===== src/rtl/uart_ctrl.sv =====
// uart_ctrl: baud timing, TX/RX FSMs and FWFT FIFOs for a two-wire UART.
// Optional UART_LOOPBACK_EN: lpbk=1 feeds the internal txd into the RX path.
module uart_ctrl #(
  parameter int DATA_W     = 8,
  parameter int FIFO_DEPTH = 8,
  parameter int PARITY_EN  = 0,
  parameter int PARITY_ODD = 0,
  parameter int STOP_BITS  = 1
) (
  input  logic              clk,
  input  logic              rstn,
  input  logic [15:0]       baud_div,
  input  logic [DATA_W-1:0] tx_data,
  input  logic              tx_valid,
  output logic              tx_ready,
  output logic [DATA_W-1:0] rx_data,
  output logic              rx_valid,
  input  logic              rx_ready,
  input  logic              err_clr,
  input  logic              lpbk,
  output logic              tx_busy,
  output logic [2:0]        err,
  input  logic              rxd,
  output logic              txd
);

  localparam int AW = $clog2(FIFO_DEPTH);
  localparam logic [AW:0] PONE = (AW+1)'(1);
  localparam logic [2:0] LAST_D = 3'(DATA_W - 1);
  localparam logic [2:0] LAST_S = 3'(STOP_BITS - 1);
  localparam logic HAS_PAR = (PARITY_EN != 0);
  localparam logic ODD = (PARITY_ODD != 0);

  typedef enum logic [2:0] {
    S_IDLE, S_START, S_DATA, S_PAR, S_STOP
  } st_t;

  logic [15:0] div_eff;
  assign div_eff = (baud_div < 16'd3) ? 16'd3 : baud_div;

  // TX FIFO
  logic [DATA_W-1:0] tx_mem [FIFO_DEPTH];
  logic [AW:0] tx_wp, tx_rp;
  logic tx_full, tx_empty, tx_push, tx_pop;
  logic [DATA_W-1:0] tx_head;

  assign tx_empty = (tx_wp == tx_rp);
  assign tx_full  = (tx_wp[AW] != tx_rp[AW]) &&
                    (tx_wp[AW-1:0] == tx_rp[AW-1:0]);
  assign tx_ready = !tx_full;
  assign tx_push  = tx_valid && !tx_full;
  assign tx_head  = tx_mem[tx_rp[AW-1:0]];

  always_ff @(posedge clk) begin
    if (!rstn) begin
      tx_wp <= '0;
      tx_rp <= '0;
    end else begin
      if (tx_push) tx_wp <= tx_wp + PONE;
      if (tx_pop)  tx_rp <= tx_rp + PONE;
    end
  end

  always_ff @(posedge clk) begin
    if (tx_push) tx_mem[tx_wp[AW-1:0]] <= tx_data;
  end

  // TX FSM
  st_t tx_st, tx_nx;
  logic [15:0] tx_div, tx_cnt;
  logic [2:0] tx_bit;
  logic [DATA_W-1:0] tx_sh;
  logic tx_par, tx_tick, tx_nxt;

  assign tx_tick = (tx_cnt == tx_div);
  assign tx_busy = (tx_st != S_IDLE) || !tx_empty;

  always_ff @(posedge clk) begin
    if (!rstn) tx_st <= S_IDLE;
    else       tx_st <= tx_nx;
  end

  always_comb begin
    tx_nx = tx_st;
    unique case (tx_st)
      S_IDLE:  if (!tx_empty) tx_nx = S_START;
      S_START: if (tx_tick) tx_nx = S_DATA;
      S_DATA:
        if (tx_tick && tx_bit == LAST_D)
          tx_nx = HAS_PAR ? S_PAR : S_STOP;
      S_PAR:   if (tx_tick) tx_nx = S_STOP;
      S_STOP:
        if (tx_tick && tx_bit == LAST_S)
          tx_nx = S_IDLE;
      default: tx_nx = S_IDLE;
    endcase
  end

  always_comb begin
    tx_pop = 1'b0;
    tx_nxt = 1'b1;
    unique case (tx_st)
      S_IDLE:  tx_pop = !tx_empty;
      S_START: tx_nxt = 1'b0;
      S_DATA:  tx_nxt = tx_sh[0];
      S_PAR:   tx_nxt = tx_par;
      default: tx_nxt = 1'b1;
    endcase
  end

  // txd is registered, so the line lags the state by one clock
  always_ff @(posedge clk) begin
    if (!rstn) begin
      txd    <= 1'b1;
      tx_cnt <= '0;
      tx_bit <= '0;
      tx_div <= 16'd3;
      tx_sh  <= '0;
      tx_par <= 1'b0;
    end else begin
      txd <= tx_nxt;
      if (tx_st == S_IDLE || tx_tick) tx_cnt <= '0;
      else tx_cnt <= tx_cnt + 16'd1;
      if (tx_nx != tx_st) tx_bit <= '0;
      else if (tx_tick) tx_bit <= tx_bit + 3'd1;
      if (tx_pop) begin
        tx_div <= div_eff;
        tx_sh  <= tx_head;
        tx_par <= ^tx_head ^ ODD;
      end else if (tx_st == S_DATA && tx_tick) begin
        tx_sh <= tx_sh >> 1;
      end
    end
  end

  // RX input select and synchroniser
  logic rx_in, rx_s1, rx_s2, rx_s3, rx_fall;
`ifdef UART_LOOPBACK_EN
  assign rx_in = lpbk ? txd : rxd;
`else
  logic lpbk_unused;
  assign lpbk_unused = lpbk;
  assign rx_in = rxd;
`endif

  always_ff @(posedge clk) begin
    if (!rstn) begin
      rx_s1 <= 1'b1;
      rx_s2 <= 1'b1;
      rx_s3 <= 1'b1;
    end else begin
      rx_s1 <= rx_in;
      rx_s2 <= rx_s1;
      rx_s3 <= rx_s2;
    end
  end

  assign rx_fall = rx_s3 && !rx_s2;

  // RX FIFO
  logic [DATA_W-1:0] rx_mem [FIFO_DEPTH];
  logic [AW:0] rx_wp, rx_rp;
  logic rx_full, rx_empty, rx_push, rx_pop;
  logic [DATA_W-1:0] rx_sh;

  assign rx_empty = (rx_wp == rx_rp);
  assign rx_full  = (rx_wp[AW] != rx_rp[AW]) &&
                    (rx_wp[AW-1:0] == rx_rp[AW-1:0]);
  assign rx_valid = !rx_empty;
  assign rx_pop   = rx_valid && rx_ready;
  assign rx_data  = rx_empty ? '0 : rx_mem[rx_rp[AW-1:0]];

  always_ff @(posedge clk) begin
    if (!rstn) begin
      rx_wp <= '0;
      rx_rp <= '0;
    end else begin
      if (rx_push) rx_wp <= rx_wp + PONE;
      if (rx_pop)  rx_rp <= rx_rp + PONE;
    end
  end

  always_ff @(posedge clk) begin
    if (rx_push) rx_mem[rx_wp[AW-1:0]] <= rx_sh;
  end

  // RX FSM
  st_t rx_st, rx_nx;
  logic [15:0] rx_div, rx_cnt;
  logic [2:0] rx_bit;
  logic rx_pbit, rx_tick, rx_mid;
  logic [2:0] rx_set;

  assign rx_tick = (rx_cnt == rx_div);
  assign rx_mid  = (rx_cnt == (rx_div >> 1));

  always_ff @(posedge clk) begin
    if (!rstn) rx_st <= S_IDLE;
    else       rx_st <= rx_nx;
  end

  always_comb begin
    rx_nx = rx_st;
    unique case (rx_st)
      S_IDLE:  if (rx_fall) rx_nx = S_START;
      S_START: if (rx_mid) rx_nx = rx_s2 ? S_IDLE : S_DATA;
      S_DATA:
        if (rx_tick && rx_bit == LAST_D)
          rx_nx = HAS_PAR ? S_PAR : S_STOP;
      S_PAR:   if (rx_tick) rx_nx = S_STOP;
      S_STOP:  if (rx_tick) rx_nx = S_IDLE;
      default: rx_nx = S_IDLE;
    endcase
  end

  // stop-bit verdict, priority frame > parity > overrun
  always_comb begin
    rx_set  = 3'b000;
    rx_push = 1'b0;
    unique case (rx_st)
      S_STOP:
        if (rx_tick) begin
          if (!rx_s2) rx_set[0] = 1'b1;
          else if (HAS_PAR && rx_pbit != (^rx_sh ^ ODD))
            rx_set[1] = 1'b1;
          else if (rx_full) rx_set[2] = 1'b1;
          else rx_push = 1'b1;
        end
      default: rx_push = 1'b0;
    endcase
  end

  always_ff @(posedge clk) begin
    if (!rstn) begin
      rx_cnt  <= '0;
      rx_bit  <= '0;
      rx_div  <= 16'd3;
      rx_sh   <= '0;
      rx_pbit <= 1'b0;
      err     <= 3'b000;
    end else begin
      err <= (err & ~{3{err_clr}}) | rx_set;
      if (rx_st == S_IDLE && rx_fall) rx_div <= div_eff;
      if (rx_st == S_IDLE || rx_nx != rx_st || rx_tick)
        rx_cnt <= '0;
      else rx_cnt <= rx_cnt + 16'd1;
      if (rx_nx != rx_st) rx_bit <= '0;
      else if (rx_tick) rx_bit <= rx_bit + 3'd1;
      if (rx_st == S_DATA && rx_tick)
        rx_sh <= {rx_s2, rx_sh[DATA_W-1:1]};
      if (rx_st == S_PAR && rx_tick) rx_pbit <= rx_s2;
    end
  end

endmodule

===== config.mk =====
export PLATFORM = sky130hd
export DESIGN_NAME = uart_ctrl
export DESIGN_NICKNAME = d
export VERILOG_FILES = /design/src/rtl/uart_ctrl.sv
export SDC_FILE = /design/constraint.sdc
export NUM_CORES = 1
export LEC_CHECK = 0
export CORE_MARGIN = 3
export CORE_UTILIZATION = 42
export DETAILED_ROUTE_END_ITERATION = 7
export HOLD_SLACK_MARGIN = 0.08
export PLACE_DENSITY = 0.55
export REMOVE_ABC_BUFFERS = 1
export SYNTH_ARGS = -nofsm -noshare
export SYNTH_HDL_FRONTEND = slang
export SYNTH_SLANG_ARGS = --single-unit

===== constraint.sdc =====
create_clock -name clk -period 3.91 [get_ports clk]
set_clock_uncertainty 0.05 [all_clocks]
set_input_delay 0.5865 -clock clk [delete_from_list [all_inputs] [get_ports clk]]
set_output_delay 0.5865 -clock clk [all_outputs]
set_load 0.02 [all_outputs]

==> out/results.ini, run 1 <==
[run_status]
status=finished, final reports clean

[layout]
layout_commonest_cell=edfxtp_1
num-nets-final=936
final_layout_size_suffix_gt1_frac=0.104
fill_cells=2163
final_cells=1238
final_cell_mix=edfxtp_1, dfxtp_1, nand2_1
area_delta_synth_final_pct=15.3
design_area_mm2=0.0122
final_util=0.498
antennaDiodeCount=0

[sta]
fmax_mhz=306
finalSetupTns_ps=0
maxSlewViolCount=0
layout_min_cycle_time_ps=3270
rsz0062_at_grt=no
fin_crit_sh=0.835
setup_viol=0
hold_viol_final=0
worst_slack_ps=644
tightest_slew_ps=964
maxSlewHeadroom=0.355

[synth]
syn_area_mm2=0.0106
synth_seq_area_share=0.593
syn_avg_cell_area_um2=12.5
synth-async-reset-ratio=0
syn_inst=849
ys_seq_elements=250
synth-main-ff-cell=edfxtp_1
synth_edf_count=128
synth.distinct_cells=57
yosysWarningCount=0

[placed_design]
dp_cells=1189
placed_cell_area_mm2=0.0114
port_buffers=44
post-place-ws_ps=1170
dpl.hpwl_um=13900
gp_congestion=0.895

[die]
die_area_mm2=0.0272
start_util=0.432
num_io_pins=46
num_rows=57
die_h_um=165
die_w_um=165
core_mm2=0.0245

[setup_path]
critPathCaptureType=output pin
r2r_setup_slack_ps=1180
critical_path_class=flip-flop to output pin
critPathMaxFanout=16
reg2regPathDepth=6
rr_endpoint=tx_rp[1]
cp.arrival_ps=2630
worstSetupStartpointType=flip-flop
timing.rr.start=tx_wp[0]
crit_required_ps=3270

[min_path]
whs_path_depth=1
hp-class=flip-flop to flip-flop
holdPathEnd=rx_s2
worstHoldStart=rx_s1

[route]
wl_per_cell_um=16.7
vias_per_cell=5.08
vias=6286
routed_wl_um=20700
drt_iter0_markers=301
drc_errors=0
dr.pass1.iters=4
ant_nets=0

[global_route]
grt_pass1_wl_um=34100
grt_use_total=0.158
overflow=0
grt_max_degree=61
grt_pass1_vias=6601
antenna_found_initial=0

[clock_network]
holdBufCountCts=0
clock_tree.root_cell=clkbuf_16
cts_tree=yes
clk_latency_ps=520
clkSlewWorstSetupHoldPaths_ps=60
postCtsSetupBuffers=0
clk_path_buf_depth=3
cts_inserted_buffers=27
htree_levels=1
cts_sinks=250
cts-resized-gates=0

[pwr]
peakVddDrop_uv=280
power_density_mw_per_mm2=529
leakagePower_nw=4.25

[job]
drv_cap=0

==> synth_stat cells (15+ instances only) <==
master,instances,share of area
edfxtp_1,128,0.36
dfxtp_1,122,0.23
nand2_1,99,0.035
nor2_1,66,0.023
xnor2_1,59,0.049
xor2_1,37,0.031
mux4_2,30,0.064
mux2i_1,29,0.027
clkbuf_1,28,0.0099
a21boi_1,26,0.018
nand3_1,20,0.0094
and2_1,15,0.0089
==> worst max-delay path by stage <==
stage          cells past startpoint      start      endpoint
6_report                           4  flip-flop    rx_data[4]
5_1_grt                            4  flip-flop    rx_data[5]
4_1_cts                            4  flip-flop    rx_data[4]
3_5_place_dp                       4  flip-flop    rx_data[4]
3_3_place_gp                       4  flip-flop    rx_data[4]
2_1_floorplan                      5  rx_cnt[2]  rx_mem[6][0]
==> logic make-up (layout without fill, tap and decap cells) <==
logic type | count (synthesis) | in the layout | synth area share
compound gates | 85 | 85 | 0.0603
xor+xnor | 98 | 98 | 0.0824
fa+ha+maj | 11 | 11 | 0.0130
buf+inv | 62 | 127 | 0.0263
flops | 250 | 250 | 0.593
mux | 61 | 61 | 0.0961
simple gates | 282 | 282 | 0.129
==> where the power goes <==
group | total (mW) | switching, mW | internal (mW)
sequential | 3.02 | 0.131 | 2.88
combinational | 0.972 | 0.521 | 0.451
clock | 2.48 | 0.977 | 1.50
total | 6.46 | 1.63 | 4.83
==> state kept, by name, summed over array words and instances (netlist names), 3 cells and up, named ones only <==
name and count:
tx_cnt 16, tx_wp 4, tx_sh 8, rx_cnt 16, rx_div 16, tx_st 3, rx_wp 4, tx_mem 64
tx_bit 3, rx_sh 8, rx_rp 4, rx_st 3, tx_div 16, err 3, rx_bit 3, rx_mem 64
tx_rp 4
==> area by class of cell <==
class                      count  area [µm²]  share of cell area
tap                          324         405              0.0332
clock inverter                13         138              0.0113
timing repair buffer          62         571              0.0467
sequential                   250        6290               0.514
inverter                      16        60.1             0.00491
clock buffer                  36         729              0.0597
multi-input combinational    537        4030               0.330
==> per-layer routing <==
layer / GRT usage / wire [µm]
met1: 0.207 / 9410
met2: 0.273 / 10100
met3: 0.0223 / 591
met4: 0.0469 / 537
met5: 0 / 0
==> per-stage QoR <==
| stage | hold slack, ps | power (mW) |
|---|---|---|
| floorplan | 336 | 3.75 |
| global placement | 358 | 4.02 |
| detailed placement | 358 | 4.05 |
| CTS | 384 | 6.55 |
| global route | 403 | 6.77 |
| finish | 383 | 6.46 |
==> worst max-delay path, stage by stage (launching register included) <==
cell and delay [ps]:
dfxtp_1 860, mux4_2 420, mux2i_1 220, nor2_1 60, clkdlybuf4s50_1 540
Power figures use the tool's default switching activity.
==> run 2: changes to the inputs <==
==> constraint.sdc (replaced) <==
create_clock -name clk -period 3.2 [get_ports clk]
set_clock_uncertainty 0.05 [all_clocks]
set_input_delay 0.48 -clock clk [delete_from_list [all_inputs] [get_ports clk]]
set_output_delay 0.48 -clock clk [all_outputs]
set_load 0.02 [all_outputs]
==> run 2 against run 1 <==
  * Non-clock buffer count up 10
  * Largest cell class unchanged
  * Sequential share of layout area down 0.089 points
  * Sequential power up 22%
  * Largest power group unchanged
  * Critical path type unchanged
  * Worst setup slack worse by 500 ps
  * Via count up 2.0%
  * First-iteration DRC count up 11%
  * Hold slack worse by 18 ps
==> out/results.ini, run 2 (synthesis gave the netlist of run 1 again) <==
[pwr]
peakVddDrop_uv=473  ; +69%
p_switching_mw=1.98  ; +22%
leakagePower_nw=4.27  ; +0.55%
clockPowerShare=0.367  ; -0.016
power_frac_seq=0.475  ; +0.008
p_int_mw=5.74  ; +19%
power_density_mw_per_mm2=631  ; +19%
sw_frac_of_total=0.257  ; +0.00449
power_frac_comb=0.158  ; +0.008

[route]
vias_per_cell=5.15  ; +1.4%
drc_errors=0  ; unchanged
vias=6413  ; +2.0%
dr.pass1.iters=4  ; unchanged
wl_per_cell_um=16.9  ; +1.3%
routed_wl_um=21100  ; +2.0%
ant_nets=0  ; unchanged
drt_iter0_markers=333  ; +11%

[placed_design]
port_buffers=44  ; unchanged
gp_congestion=0.916  ; +2.3%
dpl.hpwl_um=14100  ; +1.9%
placed_cell_area_mm2=0.0114  ; +0.66%

[die]
die_w_um=165  ; unchanged
num_io_pins=46  ; unchanged
die_area_mm2=0.0272  ; unchanged
start_util=0.432  ; unchanged
num_rows=57  ; unchanged
core_mm2=0.0245  ; unchanged
die_h_um=165  ; unchanged

[global_route]
grt_util_met2=0.285  ; +0.0122
grt_max_degree=61  ; unchanged
overflow=0  ; unchanged
grt_use_total=0.161  ; +0.00353
grt_pass1_vias=6692  ; +1.4%
grt_pass1_wl_um=34800  ; +2.0%
grt_use_met1=0.207  ; +0.000955
antenna_found_initial=0  ; unchanged
grt.met3_usage=0.0236  ; +0.00125
grt_most_used_layer=met2

[setup_path]
critPathMaxFanout=8  ; -8
worstSetupStartpoint=tx_wp[0]
crit_required_ps=2670  ; -600 ps
critical_path_class=flip-flop to output pin
reg2regPathDepth=6  ; unchanged
cp.arrival_ps=2530  ; -100 ps
timing.rr.start=rx_cnt[6]
worstSetupStartpointType=flip-flop
critPathCaptureType=output pin

[sta]
hold_viol_final=0  ; unchanged
layout_min_cycle_time_ps=3060
setup_viol=0  ; unchanged
maxSlewViolCount=0  ; unchanged
fmax_mhz=327
maxSlewHeadroom=0.530  ; +0.175
tightest_slew_ps=696  ; -268 ps
fin_crit_sh=0.957
finalSetupTns_ps=0  ; unchanged
rsz0062_at_grt=no

[clock_network]
cts_inserted_buffers=27  ; unchanged
cts_sinks=250  ; unchanged
clkSlewWorstSetupHoldPaths_ps=60  ; about the same
cts_tree=yes
clk_path_buf_depth=3  ; unchanged
htree_levels=1  ; unchanged
clk_latency_ps=520  ; about the same
clock_tree.root_cell=clkbuf_16
holdBufCountCts=0  ; unchanged

[job]
drv_cap=0  ; unchanged

[layout]
layout_commonest_cell=edfxtp_1
area_delta_synth_final_pct=15.5
final_cell_mix=edfxtp_1, dfxtp_1, nand2_1
final_layout_size_suffix_gt1_frac=0.111  ; +0.00669
num-nets-final=946  ; +1.1%
antennaDiodeCount=0  ; unchanged
design_area_mm2=0.0122  ; +0.17%

[min_path]
hp-class=flip-flop to flip-flop
whs_path_depth=1  ; unchanged
worstHoldStart=rx_s1

[run_status]
status=finished, final reports clean

## run 2: per-layer routing
metal	routed length, µm	part of all wire	vias to the layer above
met1	9440	0.45	3136
met3	619	0.029	34
met5	0	0	-
met2	10500	0.50	97
met4	481	0.023	0
li1	-	-	3146
## run 2: repair_timing
item,CTS,global route
gates resized for setup,0,1
endpoints found under the setup margin,0,2
buffers inserted,0,0
## run 2: final timing paths
kind | to | slack (ps)
worst max-delay path | tx_busy | 140
worst min-delay path | rx_s2 | 370
worst max register to register | rx_mem[6][0] | 740
worst min register to register | rx_s2 | 370
## run 2: final cells by class
cell class                 count  area (µm²)
fill                        2156       12300
sequential                   250        6290
multi-input combinational    537        4030
clock buffer                  31         711
timing repair buffer          72         649
tap                          324         405
clock inverter                16        98.8
inverter                      16        60.1
## run 2: through the flow
stage               setup WS (ps)  power (mW)   util  cells  hold WS [ps]
floorplan                     196        4.58      -    803           336
global placement              677        4.93  0.466   1199           355
detailed placement            634        4.97  0.466   1199           346
CTS                          71.8        7.82  0.499   1246           372
global route                 18.7        8.09  0.499   1246           399
finish                        139        7.72  0.499   1246           365
## run 2: power by group through the flow
| stage | Clock (mW) | Combinational [mW] | Sequential, mW |
|---|---|---|---|
| floorplan | 0 | 0.855 | 3.72 |
| global placement | 0 | 1.20 | 3.73 |
| detailed placement | 0 | 1.23 | 3.73 |
| CTS | 2.92 | 1.24 | 3.67 |
| global route | 3.04 | 1.36 | 3.69 |
| finish | 2.84 | 1.22 | 3.67 |
## run 2: critical path, cell delays in order (launching register included)
cell             delay [ps]
dfxtp_1                 490
xor2_1                  150
nor4b_1                 600
nand2_1                 200
clkdlybuf4s50_1         580
==> run 3: changes to the inputs <==
--- a/config.mk
+++ b/config.mk
@@ -7,7 +7,9 @@
 export LEC_CHECK = 0
 export CORE_MARGIN = 3
 export CORE_UTILIZATION = 42
+export CTS_BUF_LIST = sky130_fd_sc_hd__clkbuf_16
 export DETAILED_ROUTE_END_ITERATION = 7
+export GPL_TIMING_DRIVEN = 0
 export HOLD_SLACK_MARGIN = 0.08
 export PLACE_DENSITY = 0.55
 export REMOVE_ABC_BUFFERS = 1
==> run 3 against run 2 <==
  * Non-clock buffer count decreased by 17
  * Die area stayed put
  * Clock-buffer cell count fell by 1
  * Sequential power is essentially flat
  * First-iteration DRC count fell by 13%
  * Cell count decreased by 1.1%
  * Wire length fell by 0.20%
  * Register-to-register slack worse by 310 ps
==> out/results.ini, run 3 (synthesis gave the netlist of run 1 again) <==
[setup_path]
reg2regPathDepth=6  ; unchanged
worst_path_largest_cell_delay_ps=570  ; -30 ps
critPathCaptureType=output pin
rr_endpoint=tx_par
r2r_setup_slack_ps=430  ; -310 ps
critPathMaxFanout=16  ; +8
cp_slowest_cell=dfxtp_4
cp_cell_sequence=mux4_2, mux2i_1, nor2_1, clkdlybuf4s50_1
cp.arrival_ps=2460  ; -70 ps
crit_required_ps=2670  ; about the same
critical_path_class=flip-flop to output pin
worstSetupStartpointType=flip-flop

[route]
drc_errors=0  ; unchanged
wl_per_cell_um=17.1  ; +0.93%
dr.pass1.iters=4  ; unchanged
drt-met1-wl_um=9400  ; -0.48%
dr_wl_met2_um=10700  ; +1.0%
vias_per_cell=5.19  ; +0.74%
wl_met3_um=619  ; unchanged
drt_iter0_markers=290  ; -13%
routed_wl_um=21000  ; -0.20%
vias=6388  ; -0.39%
routed.top_layer=met4
ant_nets=0  ; unchanged

[sta]
worst_slack_ps=210  ; +71.2 ps
hold_viol_final=0  ; unchanged
fmax_mhz=334  ; +2.4%
tightest_slew_ps=1150  ; +454 ps
maxSlewViolCount=0  ; unchanged
rsz0062_at_grt=no
setup_viol=0  ; unchanged
fin_crit_sh=0.934  ; -0.0222
layout_min_cycle_time_ps=2990  ; -71.2 ps
maxSlewHeadroom=0.230  ; -0.299

[global_route]
grt_use_total=0.159  ; -0.00215
grt_pass1_wl_um=34500  ; -1.1%
grt_max_degree=44  ; -28%
grt_pass1_vias=6662  ; -0.45%
antenna_found_initial=0  ; unchanged
overflow=0  ; unchanged

[placed_design]
post-place-ws_ps=-578  ; -1210 ps
gp_congestion=0.889  ; -2.9%
dpl.hpwl_um=14000  ; -0.66%
placed_cell_area_mm2=0.0113  ; -1.3%
port_buffers=44  ; unchanged
dp_cells=1173  ; -2.2%

[min_path]
holdPathEnd=rx_s2
whs_path_depth=1  ; unchanged
hp-class=flip-flop to flip-flop
worstHoldStart=rx_s1

[clock_network]
cts_inserted_buffers=28  ; +3.7%
clock_tree.root_cell=clkbuf_16
clk_latency_ps=530  ; about the same
holdBufCountCts=0  ; unchanged
clk_path_buf_depth=3  ; unchanged
cts_tree=yes
htree_levels=1  ; unchanged
clkSlewWorstSetupHoldPaths_ps=60  ; about the same
cts_sinks=250  ; unchanged

[pwr]
power_density_mw_per_mm2=640  ; +1.4%
leakagePower_nw=4.28  ; +0.18%
peakVddDrop_uv=476  ; +0.84%

[layout]
final_cells=1232  ; -1.1%
area_delta_synth_final_pct=16.1
antennaDiodeCount=0  ; unchanged
design_area_mm2=0.0123  ; +0.49%
final_layout_size_suffix_gt1_frac=0.112  ; +0.00171
multi_input_area_mm2=0.00413  ; +2.5%
num-nets-final=930  ; -1.7%
fill_cells=2138  ; -0.83%
final_cell_mix=edfxtp_1, dfxtp_1, nand2_1
layout_commonest_cell=edfxtp_1
seqCellArea_mm2=0.00629  ; +0.12%
final_util=0.501  ; +0.00245

[die]
start_util=0.432  ; unchanged
die_w_um=165  ; unchanged
die_area_mm2=0.0272  ; unchanged
num_rows=57  ; unchanged
num_io_pins=46  ; unchanged
core_mm2=0.0245  ; unchanged
die_h_um=165  ; unchanged

[run_status]
status=finished, final reports clean

[job]
drv_cap=0  ; unchanged

-- run 3: how the worst max path moves through the flow --
| stage | start | end | slack, ps | cells after the start |
|---|---|---|---|---|
| 6_report | flip-flop | rx_data[5] | 210 | 4 |
| 5_1_grt | flip-flop | rx_data[5] | 60 | 4 |
| 4_1_cts | rx_cnt[0] | rx_mem[6][6] | -130 | 5 |
| 3_3_place_gp | rstn | rx_cnt[8] | -1250 | 3 |
| 2_1_floorplan | rx_cnt[2] | rx_mem[6][0] | 200 | 5 |
| 3_5_place_dp | rx_cnt[10] | rx_mem[6][1] | -580 | 5 |
-- run 3: cell type report --
type	instances	area share
Clock buffer	30	0.0610
Sequential cell	250	0.512
Inverter	16	0.00488
Timing Repair Buffer	55	0.0431
Tap cell	324	0.0330
Clock inverter	20	0.0106
Multi-Input combinational cell	537	0.336
-- run 3: what timing repair did --
item / in CTS / in global routing
resized for setup: 8 / 7
pin swaps: 2 / 1
setup buffers: 3 / 6
setup endpoints to repair: 81 / 72
-- run 3: power breakdown --
part / leakage, nW / switching (mW) / internal (mW) / total, mW
combinational: 1.63 / 0.615 / 0.532 / 1.15
sequential: 2.17 / 0.177 / 3.52 / 3.70
clock: 0.476 / 1.20 / 1.83 / 3.02
total: 4.28 / 1.99 / 5.88 / 7.87
-- run 3: worst max-delay path: cells and delay by family, from the launching register on --
kind,cells,cell delay (ps)
buffers and inverters,1,530
multiplexers,2,750
AND/OR/NAND/NOR,1,70
flip-flops,1,570
-- run 3: stage by stage --
step / hold slack, ps / total power, mW / setup TNS (ps)
6_report: 385 / 7.87 / 0
5_1_grt: 407 / 8.23 / 0
4_1_cts: 384 / 7.98 / -2670
3_5_place_dp: 347 / 4.93 / -29990
3_3_place_gp: 362 / 4.89 / -81180
2_1_floorplan: 336 / 4.58 / 0
-- run 3: routing by layer --
metal / vias to the layer above / track usage
met5: - / 0
met4: 0 / 0.0339
met3: 35 / 0.0241
met2: 98 / 0.284
met1: 3143 / 0.205
li1: 3112 / -
